## src/rtl/uart_rx.sv

```systemverilog
// 8N1 asynchronous serial receiver: synchronises rx, validates the start bit at
// its centre, samples each bit mid-period and strobes each good byte for one cycle.
module uart_rx #(
    parameter int CLK_FREQ_HZ = 12000000,
    parameter int BAUD_RATE   = 9600
) (
    input  logic       clk,
    input  logic       rst,
    input  logic       rx,
    output logic [7:0] rx_data,
    output logic       rx_data_valid,
    output logic       rx_frame_error
);

    localparam int BAUD_PERIOD_CYCLES = CLK_FREQ_HZ / BAUD_RATE;
    localparam int HALF_PERIOD_CYCLES = BAUD_PERIOD_CYCLES / 2;
    localparam int CNT_W = (BAUD_PERIOD_CYCLES > 1) ? $clog2(BAUD_PERIOD_CYCLES) : 1;
    localparam logic [CNT_W-1:0] CNT_FULL = CNT_W'(BAUD_PERIOD_CYCLES - 1);
    localparam logic [CNT_W-1:0] CNT_HALF = CNT_W'(HALF_PERIOD_CYCLES - 1);
    localparam logic [CNT_W-1:0] CNT_ONE  = CNT_W'(1);

    typedef enum logic [2:0] {
        IDLE,
        START,
        DATA,
        STOP,
        WAIT_IDLE
    } state_t;

    state_t           state_q, state_d;
    logic             sync1_q, sync1_d;
    logic             sync2_q, sync2_d;
    logic [CNT_W-1:0] cnt_q, cnt_d;
    logic [2:0]       bit_idx_q, bit_idx_d;
    logic [7:0]       shift_q, shift_d;
    logic [7:0]       rx_data_q, rx_data_d;
    logic             valid_q, valid_d;
    logic             ferr_q, ferr_d;
    logic             rx_s;

    assign rx_s = sync2_q;

    always_comb begin
        sync1_d   = rx;
        sync2_d   = sync1_q;
        state_d   = state_q;
        cnt_d     = cnt_q;
        bit_idx_d = bit_idx_q;
        shift_d   = shift_q;
        rx_data_d = rx_data_q;
        valid_d   = 1'b0;
        ferr_d    = 1'b0;

        case (state_q)
            IDLE: begin
                if (!rx_s) begin
                    state_d = START;
                    cnt_d   = '0;
                end
            end

            // A start bit that is no longer low at its centre was a glitch.
            START: begin
                if (cnt_q == CNT_HALF) begin
                    cnt_d     = '0;
                    bit_idx_d = '0;
                    state_d   = rx_s ? IDLE : DATA;
                end else begin
                    cnt_d = cnt_q + CNT_ONE;
                end
            end

            DATA: begin
                if (cnt_q == CNT_FULL) begin
                    cnt_d              = '0;
                    shift_d[bit_idx_q] = rx_s;
                    if (bit_idx_q == 3'd7) begin
                        state_d = STOP;
                    end else begin
                        bit_idx_d = bit_idx_q + 3'd1;
                    end
                end else begin
                    cnt_d = cnt_q + CNT_ONE;
                end
            end

            // Leaving at the stop-bit centre lets a back-to-back start bit be caught.
            STOP: begin
                if (cnt_q == CNT_FULL) begin
                    cnt_d = '0;
                    if (rx_s) begin
                        rx_data_d = shift_q;
                        valid_d   = 1'b1;
                        state_d   = IDLE;
                    end else begin
                        ferr_d  = 1'b1;
                        state_d = WAIT_IDLE;
                    end
                end else begin
                    cnt_d = cnt_q + CNT_ONE;
                end
            end

            WAIT_IDLE: begin
                if (rx_s) begin
                    state_d = IDLE;
                end
            end

            default: begin
                state_d = IDLE;
            end
        endcase
    end

    always_ff @(posedge clk) begin
        if (rst) begin
            state_q   <= IDLE;
            sync1_q   <= 1'b1;
            sync2_q   <= 1'b1;
            cnt_q     <= '0;
            bit_idx_q <= '0;
            shift_q   <= '0;
            rx_data_q <= 8'h00;
            valid_q   <= 1'b0;
            ferr_q    <= 1'b0;
        end else begin
            state_q   <= state_d;
            sync1_q   <= sync1_d;
            sync2_q   <= sync2_d;
            cnt_q     <= cnt_d;
            bit_idx_q <= bit_idx_d;
            shift_q   <= shift_d;
            rx_data_q <= rx_data_d;
            valid_q   <= valid_d;
            ferr_q    <= ferr_d;
        end
    end

    assign rx_data        = rx_data_q;
    assign rx_data_valid  = valid_q;
    assign rx_frame_error = ferr_q;

endmodule

```

## config.mk

```make
export PLATFORM = sky130hd
export DESIGN_NAME = uart_rx
export DESIGN_NICKNAME = d
export VERILOG_FILES = /design/src/rtl/uart_rx.sv
export SDC_FILE = /design/constraint.sdc
export NUM_CORES = 1
export LEC_CHECK = 0
export CAP_MARGIN = 40
export CORE_ASPECT_RATIO = 1.1
export CORE_MARGIN = 8
export CORE_UTILIZATION = 50
export CTS_BUF_LIST = sky130_fd_sc_hd__clkbuf_4 sky130_fd_sc_hd__clkbuf_8 sky130_fd_sc_hd__clkbuf_16
export DETAILED_ROUTE_END_ITERATION = 12
export MAX_ROUTING_LAYER = met4
export PLACE_DENSITY = 0.7
export SYNTH_ARGS = -nofsm -noshare
export SYNTH_HDL_FRONTEND = slang
export SYNTH_SLANG_ARGS = --single-unit
```

## constraint.sdc

```tcl
create_clock -name clk -period 2.4 [get_ports clk]
set_input_delay 0.36 -clock clk [delete_from_list [all_inputs] [get_ports clk]]
set_output_delay 0.36 -clock clk [all_outputs]
set_load 0.02 [all_outputs]
```

==> results of run 1 <==
per-stage QoR:
| step | power (mW) | cell area (um^2) | utilization (%) | std cells | worst slack, ps |
|---|---|---|---|---|---|
| after floorplan | 0.663 | 1810 | - | 205 | 402 |
| after global placement | 0.679 | 1990 | 55.7 | 261 | 344 |
| after detailed placement | 0.680 | 1990 | 55.7 | 261 | 149 |
| after CTS | 1.10 | 2070 | 58.1 | 269 | 131 |
| after global routing | 1.13 | 2090 | 58.5 | 269 | 48.6 |
| final | 1.09 | 2090 | 58.5 | 269 | 138 |
sequential cells by signal (all words and copies together), names as in the netlist:
| name | count |
|---|---|
| rx_data_valid | 1 |
| state_q | 3 |
| rx_frame_error | 1 |
| sync1_q | 1 |
| rx_data | 8 |
| shift_q | 8 |
| bit_idx_q | 3 |
| rx_s | 1 |
| cnt_q | 11 |
cell families (layout without fill, tap and decap cells):
family                     Yosys count  count (layout)  synth area share [%]
and+or+nand+nor                     84              84                  27.9
AOI/OAI and AO/OA                   49              49                  17.6
adders and majority gates            5               5                  3.45
buffers and inverters               18              32                  3.86
xor gates and xnor gates             4               4                  1.93
muxes                                8               8                  4.41
DFF                                 37              37                  40.8
worst max path at each step:
| stage | end | startpoint | cells after the start |
|---|---|---|---|
| floorplan | bit_idx_q[1] | bit_idx_q[1] | 6 |
| global placement | bit_idx_q[2] | bit_idx_q[1] | 6 |
| detailed placement | bit_idx_q[2] | bit_idx_q[1] | 6 |
| CTS | bit_idx_q[2] | bit_idx_q[1] | 6 |
| global route | bit_idx_q[2] | bit_idx_q[1] | 6 |
| finish | bit_idx_q[2] | bit_idx_q[1] | 6 |
cell usage after synthesis:
library cell  number
nor3_1             4
or3b_4             1
o41ai_1            3
nor4b_1            3
o311ai_0           2
o22ai_1            1
nor4_1             3
nor4_4             1
and4_1             3
a211oi_1           2
o211ai_1           2
clkbuf_1           8
or2_2              3
or3b_2             1
buf_2              2
nor4bb_1           1
nand2_1            8
o21ai_0           11
o31a_1             2
nor3b_1            3
dfxtp_1           37
nand2b_1           4
mux2i_1            8
or4_1              4
o41a_1             1
nand4_1            8
a21bo_2            2
or3_1              4
and3_1             1
o31ai_1            3
inv_1              8
nor2b_1            3
a41o_1             1
ha_1               5
nand4bb_1          1
o31ai_2            1
nand3_1           13
a21oi_1           18
nor2_1            14
xnor2_1            4
nand4b_1           1
power by group:
| part | total [mW] | switching, mW | internal, mW |
|---|---|---|---|
| logic | 0.0452 | 0.0285 | 0.0167 |
| registers | 0.623 | 0.00629 | 0.617 |
| clock network | 0.422 | 0.210 | 0.212 |
timing repair:
action / CTS / global route
endpoints found under the hold margin: 0 / 0
endpoints found under the setup margin: 0 / 2
resized for setup: 0 / 4
worst max-delay path, cell delays in order, from the launching register on:
cell	delay [ps]
dfxtp_1	390
ha_1	220
ha_1	200
or3b_2	470
o41a_1	370
o311ai_1	340
o41ai_2	140
final cells by class:
| class | instances | area (um^2) | share of cell area (%) |
|---|---|---|---|
| multi-input combinational | 150 | 1020 | 48.8 |
| sequential | 37 | 741 | 35.5 |
| timing repair buffer | 16 | 150 | 7.19 |
| clock buffer | 6 | 76.3 | 3.65 |
| tap | 50 | 62.6 | 3.00 |
| inverter | 8 | 30.0 | 1.44 |
| clock inverter | 2 | 10.0 | 0.479 |
metal layers:
layer / track usage (%) / wire, um / up-vias
met2: 26.6 / 2270 / 49
met1: 17.2 / 1620 / 753
li1: - / - / 795
met3: 4.28 / 263 / 14
met4: 9.00 / 131 / 0
met5: - / 0 / -
==> flow_summary.toml, run 1 <==
[outcome]
status = "finished, final reports clean"

[floorplan]
coreArea_um2 = 3570
die_h_um = 79.2
fp-row-count = 23
dieWidth_um = 73.4
start_util_pct = 50.8
io-pin-count = 13
dieArea_um2 = 5810

[drt]
drt_first_pass_iters = 4
wl_mm = 4.29
first_iter_violations = 130
ant_nets = 0
drc = 0
detail_route.vias_per_cell = 5.99
vias = 1611
wire_per_inst_um = 15.9

[cts]
cts_max_level = 2
ctsRootBufferMaster = "clkbuf_8"
cts_setup_buffers = 0
numCtsBuffers = 5
clk_pin_slew_ps = 70
insertion_delay_ps = 290
clockBufferDepth = 2
cts_sinks = 37
hold_buffers = 0
cts_tree = "yes"

[final_layout]
drive_gt1_share_pct = 10.5
fillCellCount = 346
syn2layout_area_growth_pct = 15.1
mostFrequentLayoutCells = "dfxtp_1, a21oi_1, nor2_1"
n_antenna_cell = 0
nets = 226
final_common_cell = "dfxtp_1"

[worst_hold_path]
whs_path_depth = 1
min_to = "rx_s"
hold_start = "sync1_q"
min_path_type = "reg -> reg"

[sta]
period_needed_ps = 2260
finalSetupTns_ps = 0
finalSetupViolCount = 0
worst_pin_slew_ps = 707
maxSlewHeadroom_pct = 52.4
rsz0062_at_grt = "no"
hold_viol = 0
hold_slack_ps = 409
drv_slew = 0
max_freq_ghz = 0.442
fin_skew_ps = 5.89
min_period_over_period_pct = 94.2

[yosys]
netlist_instances = 205
yosysSeqAreaShare_pct = 40.8
syn_area_um2 = 1810
yosysTopAreaCell = "dfxtp_1"
synth_cell_types = 41
synth_warnings = 0
yosysTopAreaCellShare_pct = 40.8
yosys_register_bits = 37
yosys-top-cells-area = "dfxtp_1, a21oi_1, mux2i_1"
syn_avg_cell_area_um2 = 8.85
syn_nets = 213

[placed_design]
port_buffers = 12
dp_hpwl_mm = 3.18
gp_congestion = 0.963

[flow_run]
maxCapViolCount = 0

[worst_setup_path]
r2r_slack_ps = 140
worstReg2RegEnd = "bit_idx_q[2]"
r2r_start = "bit_idx_q[1]"
path_max_fanout = 10
start_kind = "flop"
path_class = "reg -> reg"
cp-end-kind = "flop"
worstPathArrival_ps = 2420
r2r_cells = 6
critPathRequiredTime_ps = 2560

[grt]
grt_max_degree = 23
overflow = 0
antenna_found_initial = 0
grtUsageTotal_pct = 16.2
grt_first_pass_wirelength_mm = 7.20
grt_pass1_vias = 1523

[power_and_ir_drop]
leakage_nw = 0.659
p_per_area_nw_per_um2 = 522
irDropWorstVdd_mv = 0.343
Power figures use the tool's default switching activity.
==> inputs of run 2 (changes only) <==
--- a/config.mk
+++ b/config.mk
@@ -11,6 +11,7 @@
 export CORE_UTILIZATION = 50
 export CTS_BUF_LIST = sky130_fd_sc_hd__clkbuf_4 sky130_fd_sc_hd__clkbuf_8 sky130_fd_sc_hd__clkbuf_16
 export DETAILED_ROUTE_END_ITERATION = 12
+export HOLD_SLACK_MARGIN = 0.03
 export MAX_ROUTING_LAYER = met4
 export PLACE_DENSITY = 0.7
 export SYNTH_ARGS = -nofsm -noshare
==> results of run 2 <==
No change in the layout: final DEF, timing and power equal those of run 1.
==> inputs of run 3 (changes only) <==
--- a/config.mk
+++ b/config.mk
@@ -6,14 +6,17 @@
 export NUM_CORES = 1
 export LEC_CHECK = 0
 export CAP_MARGIN = 40
+export CELL_PAD_IN_SITES_DETAIL_PLACEMENT = 0
+export CELL_PAD_IN_SITES_GLOBAL_PLACEMENT = 2
 export CORE_ASPECT_RATIO = 1.1
 export CORE_MARGIN = 8
-export CORE_UTILIZATION = 50
+export CORE_UTILIZATION = 36
 export CTS_BUF_LIST = sky130_fd_sc_hd__clkbuf_4 sky130_fd_sc_hd__clkbuf_8 sky130_fd_sc_hd__clkbuf_16
 export DETAILED_ROUTE_END_ITERATION = 12
+export GPL_TIMING_DRIVEN = 0
 export HOLD_SLACK_MARGIN = 0.03
 export MAX_ROUTING_LAYER = met4
-export PLACE_DENSITY = 0.7
+export PLACE_DENSITY_LB_ADDON = 0.1
 export SYNTH_ARGS = -nofsm -noshare
 export SYNTH_HDL_FRONTEND = slang
 export SYNTH_SLANG_ARGS = --single-unit
==> run 3 against run 2 <==
Against the previous run:
- sequential cell count unchanged
- worst setup slack better by 8.4 ps
- core utilization down 16 points
- maximum frequency up 0.37%
- count of clock-buffer cells in the layout unchanged
- global-route usage down 3.3 points
- worst hold slack better by 22 ps
- combinational power up 11%
- first-iteration DRC count down 42%
- largest power group unchanged
- highest routed layer unchanged
==> flow_summary.toml, run 3 (synthesis gave the netlist of run 1 again) <==
[outcome]
status = "finished, final reports clean"

[cts]
clk_pin_slew_ps = 70
cts_tree = "yes"
numCtsBuffers = 5
insertion_delay_ps = 290
cts_max_level = 2
ctsRootBufferMaster = "clkbuf_8"
cts_sinks = 37
clockBufferDepth = 2

[placed_design]
port_buffers = 12
placed_cell_area_um2 = 2010
dp_hpwl_mm = 3.41
gp_congestion = 0.828
dpl_worst_slack_ps = 125

[drt]
detail_route.vias_per_cell = 5.67
vias = 1604
first_iter_violations = 75
drc = 0
wire_per_inst_um = 16.2
wl_mm = 4.60
ant_nets = 0
drt_first_pass_iters = 4

[grt]
grt_first_pass_wirelength_mm = 7.80
grt_pass1_vias = 1543
grt_max_degree = 12
antenna_found_initial = 0
overflow = 0
grtUsageTotal_pct = 12.8

[floorplan]
coreArea_um2 = 4930
dieArea_um2 = 7570
io-pin-count = 13
die_h_um = 90.5
fp-row-count = 27
start_util_pct = 36.8
dieWidth_um = 83.7

[sta]
hold_slack_ps = 431
worst_pin_slew_ps = 982
maxSlewHeadroom_pct = 33.8
max_freq_ghz = 0.444
period_needed_ps = 2250
fin_ws_ps = 147
drv_slew = 0
rsz0062_at_grt = "no"
hold_viol = 0
min_period_over_period_pct = 93.9
finalSetupViolCount = 0
fin_skew_ps = 5.23
finalSetupTns_ps = 0

[worst_setup_path]
max_stage_delay_ps = 480
worstPathCellList = "ha_1 > ha_1 > or3b_2 > o41a_1 > o311ai_0 > o41ai_1"
cp-end-kind = "flop"
path_class = "reg -> reg"
cpMostUsedCell = "ha_1"
critPathSlowestCell = "or3b_2"
crit_family = "compound AO/OA/AOI/OAI gates"
path_max_fanout = 10
worstPathArrival_ps = 2410
critPathRequiredTime_ps = 2560
start_kind = "flop"
crit_buf_inv = 0

[final_layout]
drive_gt1_share_pct = 8.89
final_area_um2 = 2110
syn2layout_area_growth_pct = 16.3
n_antenna_cell = 0
mostFrequentLayoutCells = "dfxtp_1, a21oi_1, nor2_1"
final_common_cell = "dfxtp_1"
nets = 232
largest_reg_flops = 11
largest-register = "cnt_q"
fin_util_pct = 42.8

[power_and_ir_drop]
leakage_nw = 0.655
irDropWorstVdd_mv = 0.184
p_per_area_nw_per_um2 = 523

[worst_hold_path]
min_path_type = "reg -> reg"

[flow_run]
maxCapViolCount = 0
## run 3: changes by cell type in the layout (fill, tap and decap cells not counted), sizes merged
cell,before,now
buf,4,2
clkbuf,6,14
## run 3: final cells by class
| class | count | area, um^2 |
|---|---|---|
| inverters | 8 | 30.0 |
| well taps | 58 | 72.6 |
| fillers | 489 | 2820 |
| repair buffers | 12 | 120 |
| multi-input cells | 150 | 1020 |
| clock buffers | 6 | 76.3 |
| plain buffers | 10 | 40.0 |
| clock inverters | 2 | 10.0 |
| flip-flops and latches | 37 | 741 |
## run 3: worst paths after layout
kind	startpoint	endpoint	slack [ps]	cells past startpoint
worst max-delay path	bit_idx_q[1]	bit_idx_q[2]	150	6
worst min-delay path	sync1_q	rx_s	430	1
worst max register to register	bit_idx_q[1]	bit_idx_q[2]	150	6
worst min register to register	sync1_q	rx_s	430	1
## run 3: repair_timing
item                                    CTS  global route
hold buffers                              0             0
buffers inserted                          0             0
resized for setup                         0             2
endpoints found under the setup margin    0             5
## run 3: power by group
part           leakage (nW)  switching (mW)  internal [mW]  total (mW)
combinational         0.309          0.0353         0.0148      0.0501
clock                0.0484           0.223          0.213       0.435
sequential            0.298         0.00243          0.616       0.619
## run 3: layer usage
layer | up-vias | routed length (um) | share of wire [%] | GRT usage, %
li1 | 807 | - | - | -
met1 | 763 | 2100 | 46 | 14.4
met2 | 27 | 2280 | 50 | 21.0
met3 | 7 | 147 | 3.2 | 3.34
met4 | 0 | 63 | 1.4 | 5.48
met5 | - | 0 | 0 | -
## run 3: per-stage QoR
step                power, mW  std cells
CTS                      1.12        283
detailed placement      0.680        275
global route             1.16        283
global placement        0.679        275
finish                   1.10        283
floorplan               0.663        205
